`src/rtl/seq_pkg.sv`:
```
// Shared definitions for the serial pattern transmitter and its detector bench.
package seq_pkg;

  typedef enum logic [1:0] {
    ST_IDLE  = 2'd0,
    ST_SHIFT = 2'd1,
    ST_GAP   = 2'd2
  } state_t;

  // Reference pattern, shared with the Mealy detector bench.
  localparam logic [3:0] DEF_PATTERN_1001 = 4'b1001;

  // Gap counter is sized for the full 0..15 gap range.
  localparam int GAP_CW = 4;

  // Width of a down-counter that must hold WIDTH-1.
  function automatic int cnt_w(input int w);
    return (w > 1) ? $clog2(w) : 1;
  endfunction

endpackage

```
`src/rtl/seq_piso_shift.sv`:
```
// WIDTH-bit parallel-load, MSB-first shift register with a registered serial output.
// The output bit is the bit currently on the line; the register keeps the remaining
// bits aligned so that the next bit to send sits at sreg[WIDTH-2].
module seq_piso_shift #(
  parameter int WIDTH = 4
) (
  input  logic             clk,
  input  logic             reset,
  input  logic             clr,
  input  logic             load,
  input  logic             shift,
  input  logic [WIDTH-1:0] din,
  output logic             dout
);

  logic [WIDTH-1:0] sreg;

  // Load places the MSB on the line immediately; shift advances one bit; clr idles the line.
  always_ff @(posedge clk) begin
    if (!reset) begin
      sreg <= '0;
      dout <= 1'b0;
    end else if (clr) begin
      dout <= 1'b0;
    end else if (load) begin
      sreg <= din;
      dout <= din[WIDTH-1];
    end else if (shift) begin
      sreg <= {sreg[WIDTH-2:0], 1'b0};
      dout <= sreg[WIDTH-2];
    end
  end

endmodule

```
`src/rtl/seq_pattern_tx.sv`:
```
// Serial pattern transmitter: sends a latched pattern MSB first, with a
// programmable repeat count and an idle gap between repetitions.
//
//   state    | meaning
//   ---------+-----------------------------------------------------------
//   ST_IDLE  | line idle, waiting for start
//   ST_SHIFT | a pattern bit is on op (valid=1); bit_cnt bits remain
//   ST_GAP   | op=0/valid=0 between repetitions; gap_cnt cycles remain
module seq_pattern_tx
  import seq_pkg::*;
#(
  parameter int               WIDTH       = 4,
  parameter logic [WIDTH-1:0] DEF_PATTERN = WIDTH'(DEF_PATTERN_1001),
  parameter int               GAP         = 0,
  parameter int               REP_W       = 4
) (
  input  logic             clk,
  input  logic             reset,
  input  logic             start,
  input  logic             use_def,
  input  logic [WIDTH-1:0] pat_in,
  input  logic [REP_W-1:0] rep_in,
  input  logic             abort,
  output logic             op,
  output logic             valid,
  output logic             busy,
  output logic             done
);

  localparam int                CW     = cnt_w(WIDTH);
  localparam logic [CW-1:0]     BIT_LD = CW'(WIDTH - 1);
  localparam logic [GAP_CW-1:0] GAP_LD = (GAP > 0) ? GAP_CW'(GAP - 1) : '0;

  state_t state, state_d;

  logic [WIDTH-1:0]  pat_q;
  logic [WIDTH-1:0]  pat_sel;
  logic [WIDTH-1:0]  load_pat;
  logic [REP_W-1:0]  rep_cnt;
  logic [CW-1:0]     bit_cnt;
  logic [GAP_CW-1:0] gap_cnt;

  logic sh_clr, sh_load, sh_shift;
  logic valid_d, busy_d, done_d;

  logic last_bit;

  assign pat_sel  = use_def ? DEF_PATTERN : pat_in;
  assign load_pat = (state == ST_IDLE) ? pat_sel : pat_q;
  assign last_bit = (bit_cnt == '0);

  // State register.
  always_ff @(posedge clk) begin
    if (!reset) state <= ST_IDLE;
    else        state <= state_d;
  end

  // Next-state decode; abort wins over everything except reset.
  always_comb begin
    state_d = state;
    case (state)
      ST_IDLE: begin
        if (start && !abort) state_d = ST_SHIFT;
      end
      ST_SHIFT: begin
        if (abort) begin
          state_d = ST_IDLE;
        end else if (last_bit) begin
          if (rep_cnt == '0) state_d = ST_IDLE;
          else if (GAP > 0)  state_d = ST_GAP;
          else               state_d = ST_SHIFT;
        end
      end
      ST_GAP: begin
        if (abort)                state_d = ST_IDLE;
        else if (gap_cnt == '0)   state_d = ST_SHIFT;
      end
      default: state_d = ST_IDLE;
    endcase
  end

  // Output decode: shifter control plus next values of the registered flags.
  always_comb begin
    sh_clr   = 1'b0;
    sh_load  = 1'b0;
    sh_shift = 1'b0;
    done_d   = 1'b0;
    case (state)
      ST_IDLE: begin
        if (start && !abort) sh_load = 1'b1;
        else                 sh_clr  = 1'b1;
      end
      ST_SHIFT: begin
        if (abort) begin
          sh_clr = 1'b1;
        end else if (!last_bit) begin
          sh_shift = 1'b1;
        end else if (rep_cnt != '0 && GAP == 0) begin
          sh_load = 1'b1;
        end else begin
          sh_clr = 1'b1;
          done_d = (rep_cnt == '0);
        end
      end
      ST_GAP: begin
        if (!abort && gap_cnt == '0) sh_load = 1'b1;
        else                         sh_clr  = 1'b1;
      end
      default: sh_clr = 1'b1;
    endcase
    valid_d = (state_d == ST_SHIFT);
    busy_d  = (state_d != ST_IDLE);
  end

  // Pattern latch, down-counters and registered status flags.
  always_ff @(posedge clk) begin
    if (!reset) begin
      pat_q   <= '0;
      rep_cnt <= '0;
      bit_cnt <= '0;
      gap_cnt <= '0;
      valid   <= 1'b0;
      busy    <= 1'b0;
      done    <= 1'b0;
    end else begin
      valid <= valid_d;
      busy  <= busy_d;
      done  <= done_d;
      case (state)
        ST_IDLE: begin
          if (start && !abort) begin
            pat_q   <= pat_sel;
            rep_cnt <= rep_in;
            bit_cnt <= BIT_LD;
          end
        end
        ST_SHIFT: begin
          if (!abort) begin
            if (!last_bit) begin
              bit_cnt <= bit_cnt - 1'b1;
            end else if (rep_cnt != '0) begin
              rep_cnt <= rep_cnt - 1'b1;
              if (GAP > 0) gap_cnt <= GAP_LD;
              else         bit_cnt <= BIT_LD;
            end
          end
        end
        ST_GAP: begin
          if (!abort) begin
            if (gap_cnt == '0) bit_cnt <= BIT_LD;
            else               gap_cnt <= gap_cnt - 1'b1;
          end
        end
        default: ;
      endcase
    end
  end

  seq_piso_shift #(
    .WIDTH (WIDTH)
  ) u_piso (
    .clk   (clk),
    .reset (reset),
    .clr   (sh_clr),
    .load  (sh_load),
    .shift (sh_shift),
    .din   (load_pat),
    .dout  (op)
  );

endmodule
```
`config.mk`:
```
export PLATFORM = sky130hd
export DESIGN_NAME = seq_pattern_tx
export DESIGN_NICKNAME = d
export VERILOG_FILES = /design/src/rtl/seq_pkg.sv /design/src/rtl/seq_piso_shift.sv /design/src/rtl/seq_pattern_tx.sv
export SDC_FILE = /design/constraint.sdc
export NUM_CORES = 1
export LEC_CHECK = 0
export CAP_MARGIN = 20
export CELL_PAD_IN_SITES_DETAIL_PLACEMENT = 0
export CELL_PAD_IN_SITES_GLOBAL_PLACEMENT = 1
export CORE_ASPECT_RATIO = 1.25
export CORE_MARGIN = 2
export CORE_UTILIZATION = 37
export CTS_CLUSTER_SIZE = 16
export DETAILED_ROUTE_END_ITERATION = 6
export PLACE_DENSITY_LB_ADDON = 0.1
export SLEW_MARGIN = 10
export SYNTH_ARGS = -nofsm -noshare
export SYNTH_HDL_FRONTEND = slang
export SYNTH_HIERARCHICAL = 1
export SYNTH_SLANG_ARGS = --single-unit
```
`constraint.sdc`:
```
create_clock -name clk -period 2 [get_ports clk]
set_input_delay 0.5 -clock clk [delete_from_list [all_inputs] [get_ports clk]]
set_output_delay 0.5 -clock clk [all_outputs]
set_load 0.005 [all_outputs]
```
==> results.txt, run 1 <==
* ANT nets after route: 0
* DR pass1 iterations: 4
- Largest family of logic cells by synthesized area: simple AND/OR/NAND/NOR gates
* Worst slew pin tran: 0.327 ns
- Fraction of final layout cells sized beyond drive strength 1: 22.4%
- Pin count of the biggest net entering global routing: 16
- From synthesis to final layout, the design area changed by 30.1%.
- Gpl congestion: 0.740
* Worst Skew: 0.00474 ns
* Starting utilization of the core area: 39.2%
* Initial antenna violation count: 0
- Pwr Density: 599 nW/um^2
- Of the available clock period, the critical path in the final layout requires 96.5%.
* Critical path arrival: 2.09 ns
* Leftover overflow at the end of global routing: 0
- The routed design has 2.75 mm of wire.
* Maximum clock frequency: 0.518 GHz
- Global routing used 15.2% of the available tracks.
- Worst min-delay path category: flop to flop
* Via count of the first global-routing pass: 1,100
- The synthesized netlist occupies a cell area of 1260 um^2.
* Primary flip-flop cell chosen by synthesis mapping: sky130_fd_sc_hd__dfxtp_1
- The repair_antennas step left the layout with diodes totalling 0.
- Measured along the y axis, the die boundary spans 69.3 um.
* Startpoint Class: input pin
- Clk slew on worst S/H paths: 0.08 ns
- Final setup slack of the worst path: 0.0701 ns
- Number of I/O pins: 17
* Hold Vio Cnt, Final: 0
- CTS tree: yes
- The synthesized design spends more area on one cell type than any other, namely sky130_fd_sc_hd__dfxtp_1.
- Yosys mapped a number of flops with a built-in enable equal to 0.
- The floorplan has 23 rows.
- The number of slew-limit violations in the final report was 0.
* Syn Nets: 158
- Setup violations remaining at the end of the flow were counted as 0.
- Share of synthesized registers carrying an async set or reset: 0%
- Headroom to the max-slew limit: 77.5%
- Data on the critical path is required at its endpoint by 2.16 ns.
- Wire length of the first global-routing pass: 4.70 mm
- The setup path with the least slack is of type input pin to flop.
- Leading cell types by count after synthesis: sky130_fd_sc_hd__dfxtp_1 (23), sky130_fd_sc_hd__nand2_1 (13), sky130_fd_sc_hd__nor2_1 (12)
- Counting every instance in the synthesized netlist gives 141.
- Post-route total power: 0.000985 W
- Dividing the detail-routed wire length by the instance count gives 13.1 um.
- The total area inside the core boundary comes to 3220 um^2.
- Final-stage net count: 192
* Crit path time final: 1.93 ns
- CP max FO: 5
- The first routing iteration left 19 violations.
- CTS saw 23 sinks.
- Buffers placed on the I/O ports in this run total 16.
- The worst setup path is captured at a flop.
- In the routed design, unresolved DRC markers number 0.
* Leakage power summed over all cells: 0.667 nW
- The synthesized netlist devotes 21.2% of its cell area to compound gates.
- The detailed router placed 1,092 vias in this run.
- Worst vdd rail ir drop: 0.274 mV
- Buffers inserted to repair hold after CTS numbered 0.
- Setup slack after placement: -0.251 ns
* Cts bufs inserted: 3
* # fillers: 311
* Die width: 56.3 um
- In the routed layout, each cell is associated on average with a via count of 5.18.
- CTS Root Buffer Type: sky130_fd_sc_hd__clkbuf_8
- The flow ran to the end, and the final reports show no timing, DRC or antenna violations.
- In this run the post-CTS setup repair buffer count came out at 0.
- Yosys warnings: 6
- The die covers 3900 um^2.
- Number of H-tree levels: 1
* Simple-gate share of the synthesized area: 25.0%
- Dividing the synthesized area by the synthesized cell count gives 8.96 um^2.
- Unrepaired setup endpoints after global routing: no
* Register bit total from synthesis: 23
- Of the total synthesized cell area, the portion taken by full adders, half adders and majority gates is 3.96%.
- After synthesis, the cell types taking the most area are sky130_fd_sc_hd__dfxtp_1 (36%), sky130_fd_sc_hd__ha_1 (4.0%), sky130_fd_sc_hd__nand2_1 (3.9%), sky130_fd_sc_hd__nor2_1 (3.6%), sky130_fd_sc_hd__mux2i_1 (3.2%).
- Reported max-cap violation count: 0
* Share of synthesized area spent on multiplexers: 3.17%
- In the post-synthesis netlist, the cell with the most instances is sky130_fd_sc_hd__dfxtp_1.
- Xor and xnor area share after synthesis: 2.77%
* Sequential-to-total area share from yosys stat: 36.4%
* Maximum clock path buffer count: 2
- Once detailed placement completed, the half-perimeter wirelength came to 2.17 mm.
- Yosys mapped the design onto 44 distinct sky130hd cell types.
* Later-pin clock latency in the skew report: 0.26 ns
* Yosys top cell area share: 36.4%
-- cells in the final DEF, fill, tap and decap left out, drive strengths merged, types with 4 or more instances in the layout --
cell type / count
nor3: 7
inv: 10
clkdlybuf4s50: 15
buf: 21
nand2: 13
a211oi: 4
a21oi: 5
dfxtp: 23
nor2: 12
nand2b: 4
ha: 4
o21ai: 8
mux2i: 4
-- final cells by class --
cell class                 count  area, um^2  share of cell area, %
clock buffer                   3        41.3                   2.51
timing repair buffer          37         320                   19.5
multi-input combinational    100         731                   44.4
tap                           37        46.3                   2.82
clock inverter                 1        5.00                  0.304
sequential                    23         463                   28.2
inverter                      10        37.5                   2.28
-- path summary, 6_finish.rpt --
path	depth (start not counted)	slack (ns)	to	from
min	2	0.47	u_piso/sreg[0]$_SDFFE_PN0P_	u_piso/sreg[0]$_SDFFE_PN0P_
max	8	0.07	u_piso/sreg[1]$_SDFFE_PN0P_	start
max reg2reg	7	0.08	u_piso/sreg[2]$_SDFFE_PN0P_	rep_cnt[0]$_SDFFE_PN0P_
min reg2reg	2	0.47	u_piso/sreg[0]$_SDFFE_PN0P_	u_piso/sreg[0]$_SDFFE_PN0P_
-- critical path, cell delays in order --
cell	delay, ns
sky130_fd_sc_hd__clkdlybuf4s50_1	0.53
sky130_fd_sc_hd__nor3_1	0.06
sky130_fd_sc_hd__a211o_2	0.35
sky130_fd_sc_hd__a31oi_4	0.15
sky130_fd_sc_hd__inv_1	0.08
sky130_fd_sc_hd__o21ba_4	0.25
sky130_fd_sc_hd__nand2_1	0.06
sky130_fd_sc_hd__o211a_1	0.12
-- routing by layer --
layer	GRT usage, %	part of all wire [%]	vias to the layer above
li1	-	-	560
met1	16.9	45	509
met2	27.1	50	17
met3	2.61	2.7	6
met4	8.20	2.3	0
met5	0	0	-
-- through the flow --
step / util, % / setup TNS (ns) / cell area [um^2] / instances / hold slack [ns]
global placement: 48.9 / -0.828 / 1580 / 207 / 0.446
detailed placement: 48.9 / -1.29 / 1580 / 207 / 0.458
finish: 51.0 / 0 / 1640 / 211 / 0.470
floorplan: - / 0 / 1270 / 141 / 0.428
global route: 51.0 / 0 / 1640 / 211 / 0.490
CTS: 50.3 / 0 / 1620 / 211 / 0.472
-- registers in the layout (all words and copies together) (netlist names) --
register / count
bit_cnt: 2
busy: 1
done: 1
gap_cnt: 4
pat_q: 4
rep_cnt: 4
state: 2
u_piso/dout: 1
u_piso/sreg: 3
valid: 1
-- where the power goes --
part           switching [W]  internal [W]  total [W]
combinational      0.0000928      0.000113   0.000206
clock               0.000148      0.000139   0.000287
sequential         0.0000143      0.000478   0.000492
total               0.000255      0.000730   0.000985
-- timing repair --
action	CTS	global route
hold endpoints to repair	0	0
gates resized for setup	0	7
setup endpoints to repair	0	5
-- logic make-up after synthesis --
family / Yosys count
flip-flops: 23
buffers and inverters: 18
multiplexers: 4
AND/OR/NAND/NOR: 57
XOR/XNOR: 4
adder cells (fa/ha/maj): 4
AO/OA/AOI/OAI: 31
Note: power is estimated with default switching activity, not from simulation.
==> run 2, diff against run 1 <==
--- a/config.mk
+++ b/config.mk
@@ -11,6 +11,7 @@
 export CORE_ASPECT_RATIO = 1.25
 export CORE_MARGIN = 2
 export CORE_UTILIZATION = 37
+export CTS_BUF_LIST = sky130_fd_sc_hd__clkbuf_16
 export CTS_CLUSTER_SIZE = 16
 export DETAILED_ROUTE_END_ITERATION = 6
 export PLACE_DENSITY_LB_ADDON = 0.1
==> run 2 against run 1 <==
Against the previous run: worst hold slack worse by 0.0025 ns; cell count unchanged; combinational power about the same; fmax shrank 0.86%; routed wire length grew 1.5%; sequential cell count unchanged; non-clock buffer count unchanged; first-iteration DRC count is 5.3% lower; cell area grew 1.5%; critical path depth did not move.
==> results.txt, run 2 (same netlist as run 1, synthesis figures left out) <==
- The maximum fanout count along the critical path came to 5 (unchanged).
- The number of vias in the routed layout was 1,094 (+0.18%).
- Compared with the post-synthesis result, the final layout area differs by 32.1%.
- Result of the run: finished clean
* Fraction of final layout cells sized beyond drive strength 1: 21.8% (-0.57 points)
- Reported max-cap violation count: 0 (unchanged)
- The post-detailed-routing wire length came to 2.80 mm (+1.5%).
- The chip width came to 56.3 um (unchanged).
- The number of global-route vias before repair came to 1,111 (+1.0%).
- The number of I/O port buffers is 16 (unchanged).
- Pins over their slew limit: 0 (unchanged)
- STA classifies the critical path endpoint as a flop.
- Worst slew pin tran: 0.324 ns (-0.00356 ns)
- The placement row count is 23 (unchanged).
- The post-route clock period utilization was 97.3% (+0.84 points).
* Initial antenna violation count: 0 (unchanged)
* Finished Cell Area: 1670 um^2 (+1.5%)
- The required time of the critical path is 2.15 ns (about the same).
- Leakage power summed over all cells: 0.672 nW (+0.84%)
- Later-pin clock latency in the skew report: 0.25 ns (about the same)
- The tightest slew margin relative to the limit was 77.8% (+0.24 points).
* Wire length of the first global-routing pass: 4.74 mm (+0.89%)
* Number of antenna repair diodes: 0 (unchanged)
- Starting utilization of the core area: 39.2% (unchanged)
- Cts bufs inserted: 3 (unchanged)
* Critical path arrival: 2.09 ns (about the same)
* Maximum clock path buffer count: 2 (unchanged)
- The largest registers in the layout are gap_cnt: 4 flops, pat_q: 4 flops, rep_cnt: 4 flops.
- The clock net sink count came to 23 (unchanged).
* DR pass1 iterations: 4 (unchanged)
* Pin count of the biggest net entering global routing: 16 (unchanged)
- Hold Vio Cnt, Final: 0 (unchanged)
- The highest ir drop seen on vdd is 0.324 mV (+18%).
- # fillers: 307 (-1.3%)
- Setup repair after global routing left no endpoint under its margin.
- The post-placement worst setup slack came to -0.251 ns (unchanged).
- Maximum clock frequency: 0.514 GHz (-0.86%)
- The remaining routing DRC violations is 0 (unchanged).
* Worst Skew: 0.00448 ns (-0.000263 ns)
- Worst hold-check slack: 0.467 ns (-0.00248 ns)
* Top library cells by usage in the layout, fill and taps aside: sky130_fd_sc_hd__dfxtp_1 (21), sky130_fd_sc_hd__buf_4 (21), sky130_fd_sc_hd__clkdlybuf4s50_1 (15)
- On the critical path, the stage with the largest delay is an instance of sky130_fd_sc_hd__clkdlybuf4s50_1.
- Sum of net half-perimeters after detailed placement: 2.17 mm (unchanged)
- Leftover overflow at the end of global routing: 0 (unchanged)
- The number of design-rule violations left by the first detailed-router iteration was 18 (-1).
- Worst setup path class: input pin to flop
- The maximum cell stage delay along the critical path came to 0.53 ns (about the same).
- The die footprint was 3900 um^2 (unchanged).
* Cell-by-cell trace of the critical path: clkdlybuf4s50_1 -> nor3_1 -> a211o_2 -> a31oi_4 -> inv_1 -> o21ba_4 -> nand2_1 -> o211a_1
- The clock-pin transition on the worst setup and hold timing paths was 0.06 ns (-0.02 ns).
* Area inside the core boundary: 3220 um^2 (unchanged)
- The vias per cell was 5.18 (+0.18%).
* ANT nets after route: 0 (unchanged)
- Number of H-tree levels: 1 (unchanged)
* Crit path time final: 1.95 ns (+0.0167 ns)
- Number of buffers added for setup after CTS: 0 (unchanged)
- The worst hold path belongs to the class flop to flop.
* Combined global-route utilization of all metal layers: 15.2% (unchanged)
* Routed wirelength normalized by instance count: 13.3 um (+1.5%)
- The worst setup path is launched from an input pin.
- Die Span Y: 69.3 um (unchanged)
- TritonCTS built the clock tree.
* Final setup fails: 0 (unchanged)
- The total number of nets in the final design came to 192 (unchanged).
* Number of I/O pins: 17 (unchanged)
* Gpl congestion: 0.740 (unchanged)
- The root buffer cell chosen for the clock tree is sky130_fd_sc_hd__clkbuf_16.
- The instance area at placement is 1580 um^2 (unchanged).
- Hold bufs inserted after CTS: 0 (unchanged)
- The power per standard cell area is 674 nW/um^2 (+13%).
- The worst-case setup margin in the final layout came to 0.0534 ns (-0.0167 ns).
## run 2: changes by cell type in the layout (fill, tap and decap cells not counted), sizes merged
cell and delta:
dlygate4sd2 +1, dlymetal6s2s -1
## run 2: metal layers
metal,up-vias,wire length [um],global-route usage [%],share of wire [%]
li1,562,-,-,-
met4,0,38,5.03,1.4
met5,-,0,0,0
met3,4,91,3.73,3.3
met2,15,1440,27.7,52
met1,513,1220,17.0,44
## run 2: report_power, final
| group | leakage [nW] | switching [W] | internal, W |
|---|---|---|---|
| logic | 0.443 | 0.0000930 | 0.000112 |
| clock network | 0.0409 | 0.000158 | 0.000269 |
| registers | 0.188 | 0.0000143 | 0.000479 |
| total | 0.672 | 0.000265 | 0.000860 |
## run 2: through the flow
step	utilization, %	power (W)	instances	setup TNS [ns]
final	51.8	0.00113	211	0
after global routing	51.8	0.00119	211	0
after CTS	51.4	0.00114	211	0
after detailed placement	48.9	0.000705	207	-1.29
after global placement	48.9	0.000701	207	-0.828
after floorplan	-	0.000619	141	0
## run 2: final timing paths
kind,start,end,slack (ns),cells after the start
max,start,u_piso/sreg[1]$_SDFFE_PN0P_,0.05,8
min,u_piso/sreg[0]$_SDFFE_PN0P_,u_piso/sreg[0]$_SDFFE_PN0P_,0.47,2
max reg2reg,rep_cnt[0]$_SDFFE_PN0P_,u_piso/sreg[2]$_SDFFE_PN0P_,0.08,7
min reg2reg,u_piso/sreg[0]$_SDFFE_PN0P_,u_piso/sreg[0]$_SDFFE_PN0P_,0.47,2
## run 2: cell type report
class / instances / area (um^2) / area share (%)
well taps: 37 / 46.3 / 2.77
clock buffers: 3 / 75.1 / 4.50
multi-input cells: 100 / 726 / 43.5
repair buffers: 37 / 317 / 19.0
flip-flops and latches: 23 / 463 / 27.7
inverters: 10 / 37.5 / 2.25
clock inverters: 1 / 5.00 / 0.300
## run 2: worst max-delay path: cells and delay by family
kind	cells	cell delay, ns
AOI/OAI and AO/OA	4	0.87
buffers and inverters	2	0.61
and+or+nand+nor	2	0.12
## run 2: repair_timing
item / in CTS / in global routing
endpoints found under the setup margin: 1 / 4
pin swaps: 0 / 2
gates resized for setup: 1 / 5
